===== config.mk =====
export PLATFORM = sky130hd
export DESIGN_NAME = muldiv_unit_flat
export DESIGN_NICKNAME = d
export VERILOG_FILES = /design/src/rtl/muldiv_unit_if.sv /design/src/rtl/muldiv_unit.sv /design/src/flat_wrapper.sv
export SDC_FILE = /design/constraint.sdc
export NUM_CORES = 1
export LEC_CHECK = 0
export ABC_AREA = 1
export CELL_PAD_IN_SITES_DETAIL_PLACEMENT = 2
export CELL_PAD_IN_SITES_GLOBAL_PLACEMENT = 2
export CORE_ASPECT_RATIO = 0.9
export CORE_UTILIZATION = 30
export DETAILED_ROUTE_END_ITERATION = 16
export PLACE_DENSITY = 0.88
export SYNTH_ARGS = -nofsm -noshare
export SYNTH_HDL_FRONTEND = slang
export SYNTH_SLANG_ARGS = --single-unit

===== constraint.sdc =====
create_clock -name clk -period 9.3 [get_ports clk]
set_input_delay 0.93 -clock clk [delete_from_list [all_inputs] [get_ports clk]]
set_output_delay 0.93 -clock clk [all_outputs]
set_load 0.005 [all_outputs]

===== src/rtl/muldiv_unit_if.sv =====
// muldiv_unit_if: request/response bundle for the iterative multiply/divide unit.
// master = pipeline side (issues requests, consumes results); slave = the unit.
interface muldiv_unit_if #(
  parameter int unsigned WIDTH = 32
);
  logic             in_valid;
  logic             in_ready;
  logic [1:0]       op;
  logic [WIDTH-1:0] x;
  logic [WIDTH-1:0] y;
  logic             kill;
  logic             out_valid;
  logic             out_ready;
  logic [WIDTH-1:0] lo;
  logic [WIDTH-1:0] hi;
  logic             div_by_zero;

  modport master (
    output in_valid, op, x, y, kill, out_ready,
    input  in_ready, out_valid, lo, hi, div_by_zero
  );

  modport slave (
    input  in_valid, op, x, y, kill, out_ready,
    output in_ready, out_valid, lo, hi, div_by_zero
  );
endinterface


===== src/rtl/muldiv_unit.sv =====
// muldiv_unit: iterative radix-2 shift-add multiplier and restoring divider.
// op: 0 = MUL signed, 1 = DIVU, 2 = DIV signed (only with MULDIV_SIGNED_DIV_EN,
// otherwise aliases DIVU), 3 = treated as MUL.
// Optional build macro: MULDIV_SIGNED_DIV_EN.
module muldiv_unit #(
  parameter int unsigned WIDTH = 32,
  parameter int unsigned CNT_W = 6
) (
  input logic          clk,
  input logic          rst,
  muldiv_unit_if.slave bus
);

  typedef enum logic [1:0] {IDLE, MUL, DIV, DONE} state_t;

  state_t state, state_next;

  logic [CNT_W-1:0] count;
  logic [WIDTH-1:0] acc;   // product high half / partial remainder
  logic [WIDTH-1:0] sh;    // product low half (multiplier) / dividend shifting into quotient
  logic [WIDTH-1:0] opd;   // multiplicand / divisor
  logic             neg_res;
  logic [WIDTH-1:0] lo_q;
  logic [WIDTH-1:0] hi_q;
  logic             dbz_q;
`ifdef MULDIV_SIGNED_DIV_EN
  logic             sdiv;
  logic             neg_rem;
`endif

  logic               accept;
  logic               req_div;
  logic               prep;
  logic               last;
  logic               div_zero;
  logic               fits;
  logic [WIDTH-1:0]   mag_sh;
  logic [WIDTH-1:0]   mag_opd;
  logic [WIDTH:0]     mul_sum;
  logic [WIDTH:0]     trial;
  logic [WIDTH-1:0]   mul_acc;
  logic [WIDTH-1:0]   mul_sh;
  logic [WIDTH-1:0]   div_acc;
  logic [WIDTH-1:0]   div_sh;
  logic [WIDTH-1:0]   div_q;
  logic [WIDTH-1:0]   div_r;
  logic [2*WIDTH-1:0] prod_raw;
  logic [2*WIDTH-1:0] prod;

  assign accept   = bus.in_valid && (state == IDLE) && !bus.kill;
  assign req_div  = (bus.op == 2'd1) || (bus.op == 2'd2);
  // The counter is loaded with all ones on accept; that value marks the
  // operand-preparation cycle and wraps to zero for the first iteration.
  assign prep     = (count == '1);
  assign last     = (count == CNT_W'(WIDTH - 1));
  assign div_zero = (state == DIV) && prep && (opd == '0);

  assign bus.in_ready    = (state == IDLE);
  assign bus.out_valid   = (state == DONE);
  assign bus.lo          = lo_q;
  assign bus.hi          = hi_q;
  assign bus.div_by_zero = dbz_q;

  // One iteration step of both algorithms plus final sign correction.
  always_comb begin
    mag_sh   = sh[WIDTH-1] ? -sh : sh;
    mag_opd  = opd[WIDTH-1] ? -opd : opd;

    mul_sum  = {1'b0, acc} + (sh[0] ? {1'b0, opd} : '0);
    mul_acc  = mul_sum[WIDTH:1];
    mul_sh   = {mul_sum[0], sh[WIDTH-1:1]};
    prod_raw = {mul_acc, mul_sh};
    prod     = neg_res ? -prod_raw : prod_raw;

    trial    = {acc, sh[WIDTH-1]} - {1'b0, opd};
    fits     = !trial[WIDTH];
    div_acc  = fits ? trial[WIDTH-1:0] : {acc[WIDTH-2:0], sh[WIDTH-1]};
    div_sh   = {sh[WIDTH-2:0], fits};

    div_q    = div_sh;
    div_r    = div_acc;
`ifdef MULDIV_SIGNED_DIV_EN
    if (sdiv && neg_res) div_q = -div_sh;
    if (sdiv && neg_rem) div_r = -div_acc;
`endif
  end

  // State register.
  always_ff @(posedge clk) begin
    if (rst) state <= IDLE;
    else     state <= state_next;
  end

  // Next-state logic; kill overrides every other transition.
  always_comb begin
    state_next = state;
    case (state)
      IDLE: if (accept) state_next = req_div ? DIV : MUL;
      MUL:  if (last) state_next = DONE;
      DIV:  if (div_zero || last) state_next = DONE;
      DONE: if (bus.out_ready) state_next = IDLE;
      default: state_next = IDLE;
    endcase
    if (bus.kill) state_next = IDLE;
  end

  // Operand capture, iteration datapath and result registers.
  always_ff @(posedge clk) begin
    if (rst) begin
      count   <= '0;
      acc     <= '0;
      sh      <= '0;
      opd     <= '0;
      neg_res <= 1'b0;
      lo_q    <= '0;
      hi_q    <= '0;
      dbz_q   <= 1'b0;
`ifdef MULDIV_SIGNED_DIV_EN
      sdiv    <= 1'b0;
      neg_rem <= 1'b0;
`endif
    end else if (!bus.kill) begin
      case (state)
        IDLE: begin
          if (accept) begin
            count <= '1;
            acc   <= '0;
            sh    <= req_div ? bus.x : bus.y;
            opd   <= req_div ? bus.y : bus.x;
`ifdef MULDIV_SIGNED_DIV_EN
            sdiv  <= (bus.op == 2'd2);
`endif
          end
        end
        MUL: begin
          if (prep) begin
            sh      <= mag_sh;
            opd     <= mag_opd;
            neg_res <= sh[WIDTH-1] ^ opd[WIDTH-1];
            count   <= '0;
          end else begin
            acc   <= mul_acc;
            sh    <= mul_sh;
            count <= count + CNT_W'(1);
            if (last) begin
              lo_q  <= prod[WIDTH-1:0];
              hi_q  <= prod[2*WIDTH-1:WIDTH];
              dbz_q <= 1'b0;
            end
          end
        end
        DIV: begin
          if (div_zero) begin
            lo_q  <= '1;
            hi_q  <= sh;
            dbz_q <= 1'b1;
          end else if (prep) begin
            count <= '0;
`ifdef MULDIV_SIGNED_DIV_EN
            if (sdiv) begin
              sh  <= mag_sh;
              opd <= mag_opd;
            end
            neg_res <= sh[WIDTH-1] ^ opd[WIDTH-1];
            neg_rem <= sh[WIDTH-1];
`endif
          end else begin
            acc   <= div_acc;
            sh    <= div_sh;
            count <= count + CNT_W'(1);
            if (last) begin
              lo_q  <= div_q;
              hi_q  <= div_r;
              dbz_q <= 1'b0;
            end
          end
        end
        default: ;
      endcase
    end
  end

endmodule


===== src/flat_wrapper.sv =====
// flat-port wrapper written by rule: the top's interface ports become plain ports
module muldiv_unit_flat 
#(
  parameter int unsigned WIDTH = 32,
  parameter int unsigned CNT_W = 6
)
  (clk, rst, bus_in_valid, bus_op, bus_x, bus_y, bus_kill, bus_out_ready, bus_in_ready, bus_out_valid, bus_lo, bus_hi, bus_div_by_zero);
  muldiv_unit_if #(.WIDTH(WIDTH)) bus_i ();
  input logic clk;
  input logic rst;
  input wire logic [$bits(bus_i.in_valid)-1:0] bus_in_valid;
  input wire logic [$bits(bus_i.op)-1:0] bus_op;
  input wire logic [$bits(bus_i.x)-1:0] bus_x;
  input wire logic [$bits(bus_i.y)-1:0] bus_y;
  input wire logic [$bits(bus_i.kill)-1:0] bus_kill;
  input wire logic [$bits(bus_i.out_ready)-1:0] bus_out_ready;
  output wire logic [$bits(bus_i.in_ready)-1:0] bus_in_ready;
  output wire logic [$bits(bus_i.out_valid)-1:0] bus_out_valid;
  output wire logic [$bits(bus_i.lo)-1:0] bus_lo;
  output wire logic [$bits(bus_i.hi)-1:0] bus_hi;
  output wire logic [$bits(bus_i.div_by_zero)-1:0] bus_div_by_zero;
  assign bus_i.in_valid = bus_in_valid;
  assign bus_i.op = bus_op;
  assign bus_i.x = bus_x;
  assign bus_i.y = bus_y;
  assign bus_i.kill = bus_kill;
  assign bus_i.out_ready = bus_out_ready;
  assign bus_in_ready = bus_i.in_ready;
  assign bus_out_valid = bus_i.out_valid;
  assign bus_lo = bus_i.lo;
  assign bus_hi = bus_i.hi;
  assign bus_div_by_zero = bus_i.div_by_zero;
  muldiv_unit #(.WIDTH(WIDTH), .CNT_W(CNT_W)) u_core (.clk(clk), .rst(rst), .bus(bus_i));
endmodule

# --- Yosys cells after proc, flatten, opt, wreduce, memory -nomap -nowiden ---
# Index checks and enable logic that the tools add are counted.
# W data, S select, Z words.
op_classes:
  n_mux: 46
  reduce_logical: 24
  eq_ne: 19
  n_bitwise: 2
  n_addsub: 6
op_table:
  columns: ["operator", "n"]
  rows:
  - ["$mux W32", 26]
  - ["$pmux W32 S2", 3]
  - ["$pmux W32 S3", 2]
  - ["$mux W64", 1]
  - ["$neg A32 Y32", 2]
  - ["$neg A64 Y64", 1]
  - ["$add A32 B33 Y33", 1]
  - ["$sub A33 B32 Y33", 1]
  - ["$logic_not A32 Y1", 1]
  - ["$mux W6", 3]
  - ["$pmux W6 S3", 1]
  - ["$reduce_and A6 Y1", 3]
  - ["$reduce_and A4 Y1", 3]
  - ["$mux W2", 5]
  - ["$ne A2 B2 Y1 const B", 5]
  - ["$reduce_and A5 Y1", 2]
  - ["$ne A2 B1 Y1 const B", 4]
  - ["$pmux W2 S4", 1]
  - ["$add A6 B1 Y6 const B", 1]
  - ["$eq A2 B2 Y1 const B", 3]
  - ["$eq A6 B5 Y1 const B", 1]
  - ["$eq A6 B6 Y1 const B", 1]
  - ["$eq A2 B1 Y1 const B", 2]
  - ["$logic_and A1 B1 Y1", 4]
  - ["15 further kinds", 20]
word_totals:
  reg_bits: 170

# --- Logic depth before layout (Yosys ltp) ---
depth:
  word_depth: 7
  depth_mapped: 26

# --- Worst setup path after synthesis ---
# OpenSTA, ideal clock, no wires.
synth_path:
  path_kind: "register to register"
  start: "register u_core.sh[0]"
  end: "register u_core.hi_q[23] (netlist: u_core.bus.hi[23])"
  slack_ns: 6.210
  t_arrival_ns: 2.981
  n_path_buf: 2
  stages_incl_launch_ff: 23
  required_time_ns: 9.191
  synth_period_minus_slack_ns: 3.090
  cell_sequence: "dfxtp_1 -> clkbuf_1 -> buf_1 -> nand2_1 -> inv_1 -> ha_1 -> fa_1 -> inv_1 -> nand3_1 -> nor2_1 -> nand2_1 -> nor2_4 -> nand2_2 -> nor3_4 -> nand2_2 -> nor2_4 -> nand3_2 -> nand2_2 -> nand2_1 -> nand3_1 -> nand3_1 -> nand2_1 -> inv_1"
synth_between:
  elab_chain_len: 7
synth_lines:
  columns: ["item", "line_no", "rtl"]
  rows:
  - ["start: declaration", "muldiv_unit.sv:20", "logic [WIDTH-1:0] sh;"]
  - ["start signal: assignment", "muldiv_unit.sv:128", "sh <= req_div ? bus.x : bus.y;"]
  - ["start signal: assignment", "muldiv_unit.sv:137", "sh <= mag_sh;"]
  - ["start signal: assignment", "muldiv_unit.sv:143", "sh <= mul_sh;"]
  - ["$mux W32 *", "muldiv_unit.sv:69", "mul_sum = {1'b0, acc} + (sh[0] ? {1'b0, opd} : '0);"]
  - ["$add A32 B33 Y33 *", "muldiv_unit.sv:69", null]
  - ["$neg A64 Y64", "muldiv_unit.sv:73", "prod = neg_res ? -prod_raw : prod_raw;"]
  - ["$mux W64 *", "muldiv_unit.sv:73", null]
  - ["$mux W32 *", "muldiv_unit.sv:145", "if (last) begin"]
  - ["$mux W32 *", "muldiv_unit.sv:136", "if (prep) begin"]
  - ["$pmux W32 S2 *", "muldiv_unit.sv:123", "case (state)"]
  - ["end signal: assignment", "muldiv_unit.sv:147", "hi_q <= prod[2*WIDTH-1:WIDTH];"]
  - ["end signal: assignment", "muldiv_unit.sv:155", "hi_q <= sh;"]
  - ["end signal: assignment", "muldiv_unit.sv:173", "hi_q <= div_r;"]
  - ["end: declaration", "muldiv_unit.sv:24", "logic [WIDTH-1:0] hi_q;"]
# Every way passes the cells marked *; elsewhere a longest branch is shown, timed or not. The select of a mux whose other input is x is not followed.
# A chain may end at the register's enable or synchronous reset.

# --- Worst setup path after layout ---
layout_path:
  start: "register u_core.sh[31]"
  end: "register u_core.hi_q[5] (netlist: u_core.bus.hi[5])"
layout_between:
  elab_chain_len: 6
  word_cells_on_any_way: 10
  classes_between: "add/sub (2); mux (8)"
layout_lines:
  columns: ["item", "line_no", "rtl"]
  rows:
  - ["$sub A33 B32 Y33", "muldiv_unit.sv:75", "trial = {acc, sh[WIDTH-1]} - {1'b0, opd};"]
  - ["$mux W32", "muldiv_unit.sv:77", "div_acc = fits ? trial[WIDTH-1:0] : {acc[WIDTH-2:0], sh[WIDTH-1]};"]
  - ["$mux W32", "muldiv_unit.sv:171", "if (last) begin"]
  - ["$mux W32", "muldiv_unit.sv:157", "end else if (prep) begin"]
  - ["$mux W32", "muldiv_unit.sv:153", "if (div_zero) begin"]
  - ["$pmux W32 S2 *", "muldiv_unit.sv:123", null]
# Marks and branches as above.

==> metrics.md <==
| Metric | Value |
|---|---|
| Post-DRT Antenna Nets | `0` |
| Vias | `23200` |
| Post-Synth Adder-Cell Area | `5.39%` |
| Fin Setup TNS | `0 ns` |
| VDD IR max | `0.111 mV` |
| Initial antenna violation count | `6` |
| Synth Instances | `3130` |
| Post-Syn Nets | `3276` |
| Hpwl dp | `79700 um` |
| Fin crit share | `49.5%` |
| Clk Latency, worst-skew pair | `0.54 ns` |
| Commonest non-fill, non-tap cell in the layout | `nand2_1` |
| Outcome | `complete, no violations` |
| Share of the synthesized area in compound gates (AO/OA/AOI/OAI) | `22.0%` |
| Slew of the pin with the lowest slew margin | `1.33 ns` |
| IO Pins | `138` |
| Internal power | `1.50 mW` |
| Final clock skew | `0.0342 ns` |
| Seq pwr share | `30.4%` |
| Flop-to-flop setup slack | `4.70 ns` |
| Post-synthesis sequential area ratio | `19.2%` |
| Placed cell count | `3919` |
| Leading area contributor after synthesis | `nand2_1` |
| Hold WS | `0.494 ns` |
| Non-Filler Instances | `3953` |
| Clock root buffer | `clkbuf_16` |
| GRT Overall Usage | `33.7%` |
| Vias/cell | `5.87` |
| Area Growth Syn to Fin | `13.6%` |
| Synth unique cells | `57` |
| Critical Path Source Type | `flop` |
| Unrepaired setup endpoints after global routing | `no` |
| Clock transition at path regs | `0.09 ns` |
| Vias in the first global route | `23600` |
| Comb pwr share | `42.3%` |
| R2r endpoint | `u_core.bus.hi[5]` |
| CTS tree | `yes` |
| Hold Startpoint | `u_core.bus.lo[18]` |
| PwrDens | `142 nW/um^2` |
| Switching power share of the total | `47.3%` |
| # rows | `84` |
| CTS Sinks | `170` |
| TritonCTS Buffers | `17` |
| Avg WL per Cell | `25.8 um` |
| Global-route wire length before repair | `151000 um` |
| Synth Area in Simple Gates | `38.8%` |
| Yosys warning total | `0` |
| Worst Hold Class | `reg -> reg` |
| #FFs+latches synth | `170` |
| IO buf count | `137` |
| Combinational family with the most area after synthesis | `simple AND/OR/NAND/NOR gates` |
| Setup CP Type | `reg -> reg` |
| Core Area | `58300 sq um` |
| 1st-iter DRT viols | `2180` |
| Die area | `59900 sq um` |
| Switching pwr | `1.35 mW` |
| R2r worst-path depth | `21` |
| Syn avg cell area | `5.65 sq um` |
| H-tree levels | `4` |
| Clock power share | `27.3%` |
| Max-cap viol count | `0` |
| Crit-path max FO | `43` |
| Commonest non-fill, non-tap cells in the layout | `nand2_1 (914), inv_1 (382), nor2_1 (307), o21ai_0 (252), a21oi_1 (207)` |
| Endpoint class of the critical path | `flop` |
| Top_reg_cell synth | `dfxtp_1` |
| Final layout net count | `3310` |
| Total grt overflow | `0` |
| Number of synthesized flops with an enable pin | `0` |
| Post-cts sizing count | `0` |
| Number of remaining DRC errors | `0` |
| FFs w/ async S/R, synth | `0%` |
| Post-synth top area share | `19.4%` |
| Required time of the critical path | `9.65 ns` |
| Gp weighted congestion | `0.997` |
| CTS Hold Buffers Added | `0` |
| Final Max Slew Viols | `0` |
| Post-synthesis mux area share | `0%` |
| Worst Hold Path EP | `u_core.bus.lo[18]` |
| CTS Buffer Depth | `2` |
| Max Freq | `217 MHz` |
| Chip height | `232 um` |
| Xor and xnor area share after synthesis | `2.22%` |
| Syn Std Cell Area | `17700 sq um` |
| DR pass1 iterations | `5` |
| WL final | `102000 um` |
| Largest net degree at the start of global routing | `90` |
| Tmin final | `4.60 ns` |
| P_leak | `9.62 nW` |
| Post-CTS Repair Setup Buffers | `0` |
| Hold path cells | `2` |
| Synth top area cells | `nand2_1 (19%), dfxtp_1 (19%), inv_1 (8.2%)` |
| Worst EP arrival | `4.95 ns` |
| Final Hold Vio Count | `0` |
| Slew headroom | `10.1%` |
| # setup viols final | `0` |
| Launch point of the worst reg-to-reg path | `u_core.sh[31]` |
| Layout cells sized above 1 | `5.10%` |
| Initial Utilization | `30.3%` |
| DIE WIDTH | `258 um` |
-- synth_stat cells (all sizes together) (5+ instances only) --
cell type / number
a211oi: 16
a21o: 9
a21oi: 208
a221oi: 5
a31oi: 51
buf: 53
clkbuf: 88
dfxtp: 170
ha: 73
inv: 401
nand2: 939
nand3: 213
nand3b: 15
nand4: 33
nor2: 337
nor3: 50
nor4: 8
o2111ai: 11
o211ai: 42
o21ai: 290
o21bai: 10
o221ai: 17
o22ai: 7
o311ai: 12
or2: 10
xnor2: 17
xor2: 27
-- flip-flops by register name (all words and copies together) (netlist names) --
name                    cells
u_core.acc                 32
u_core.bus.hi              32
u_core.bus.lo              32
u_core.opd                 32
u_core.sh                  32
u_core.count                6
u_core.state                2
u_core.bus.div_by_zero      1
u_core.neg_res              1
-- power groups by stage --
stage	clock network [mW]	registers, mW	logic, mW
detailed placement	0	0.877	1.15
global route	0.797	0.870	1.29
CTS	0.783	0.861	1.17
finish	0.779	0.867	1.21
floorplan	0	0.835	0.736
global placement	0	0.873	1.11
-- cell type report --
| cell class | instances | area (sq um) |
|---|---|---|
| Inverter | 403 | 1510 |
| Multi-Input combinational cell | 2416 | 12100 |
| Timing Repair Buffer | 156 | 1510 |
| Clock buffer | 18 | 429 |
| Tap cell | 774 | 968 |
| Fill cell | 7458 | 38200 |
| Antenna cell | 2 | 5.00 |
| Clock inverter | 14 | 138 |
| Sequential cell | 170 | 3400 |
-- worst max-delay path: stages (launching register included) --
cell	delay [ns]
dfxtp_1	0.33
buf_4	0.19
inv_1	0.23
ha_1	0.21
inv_1	0.07
fa_1	0.41
nand2_1	0.10
nand2_1	0.07
o21ai_1	0.17
inv_1	0.08
nand2_1	0.07
nand2_1	0.10
nand2_1	0.08
nand2_1	0.14
nand2_1	0.16
nand2_1	0.10
nand2_1	0.11
nand2_2	0.45
nand2_1	0.20
o21ai_0	0.18
o21ai_0	0.79
a31oi_1	0.16
-- per-stage QoR --
stage / total power, mW / worst slack [ns] / utilization, % / instance area [sq um]
finish: 2.86 / 4.70 / 34.5 / 20100
detailed placement: 2.03 / 4.82 / 33.5 / 19500
global route: 2.95 / 4.63 / 34.4 / 20100
floorplan: 1.57 / 6.21 / - / 17700
global placement: 1.98 / 4.99 / 33.5 / 19500
CTS: 2.82 / 4.94 / 34.4 / 20100
-- worst max-delay path by stage --
| stage | startpoint | endpoint | slack, ns | cells after the start |
|---|---|---|---|---|
| final | u_core.sh[31] | u_core.bus.hi[5] | 4.70 | 21 |
| after global routing | u_core.state[1] | u_core.opd[16] | 4.63 | 14 |
| after CTS | u_core.state[1] | u_core.opd[16] | 4.94 | 14 |
| after detailed placement | bus_op[0] | u_core.sh[26] | 4.82 | 9 |
| after global placement | bus_op[0] | u_core.sh[17] | 4.99 | 9 |
| after floorplan | u_core.sh[0] | u_core.bus.hi[23] | 6.21 | 22 |
-- metal layers --
| metal | up-vias | wire, um | global-route usage (%) |
|---|---|---|---|
| met5 | - | 35 | 0 |
| met4 | 6 | 3640 | 12.7 |
| met3 | 204 | 10100 | 8.19 |
| met2 | 1093 | 43100 | 50.4 |
| met1 | 11600 | 45200 | 46.2 |
| li1 | 10300 | - | - |
-- kinds of logic after synthesis --
family,after synthesis
flops,170
simple gates,1611
xor+xnor,44
buf+inv,544
fa+ha+maj,75
compound gates,686
Power figures use the tool's default switching activity.
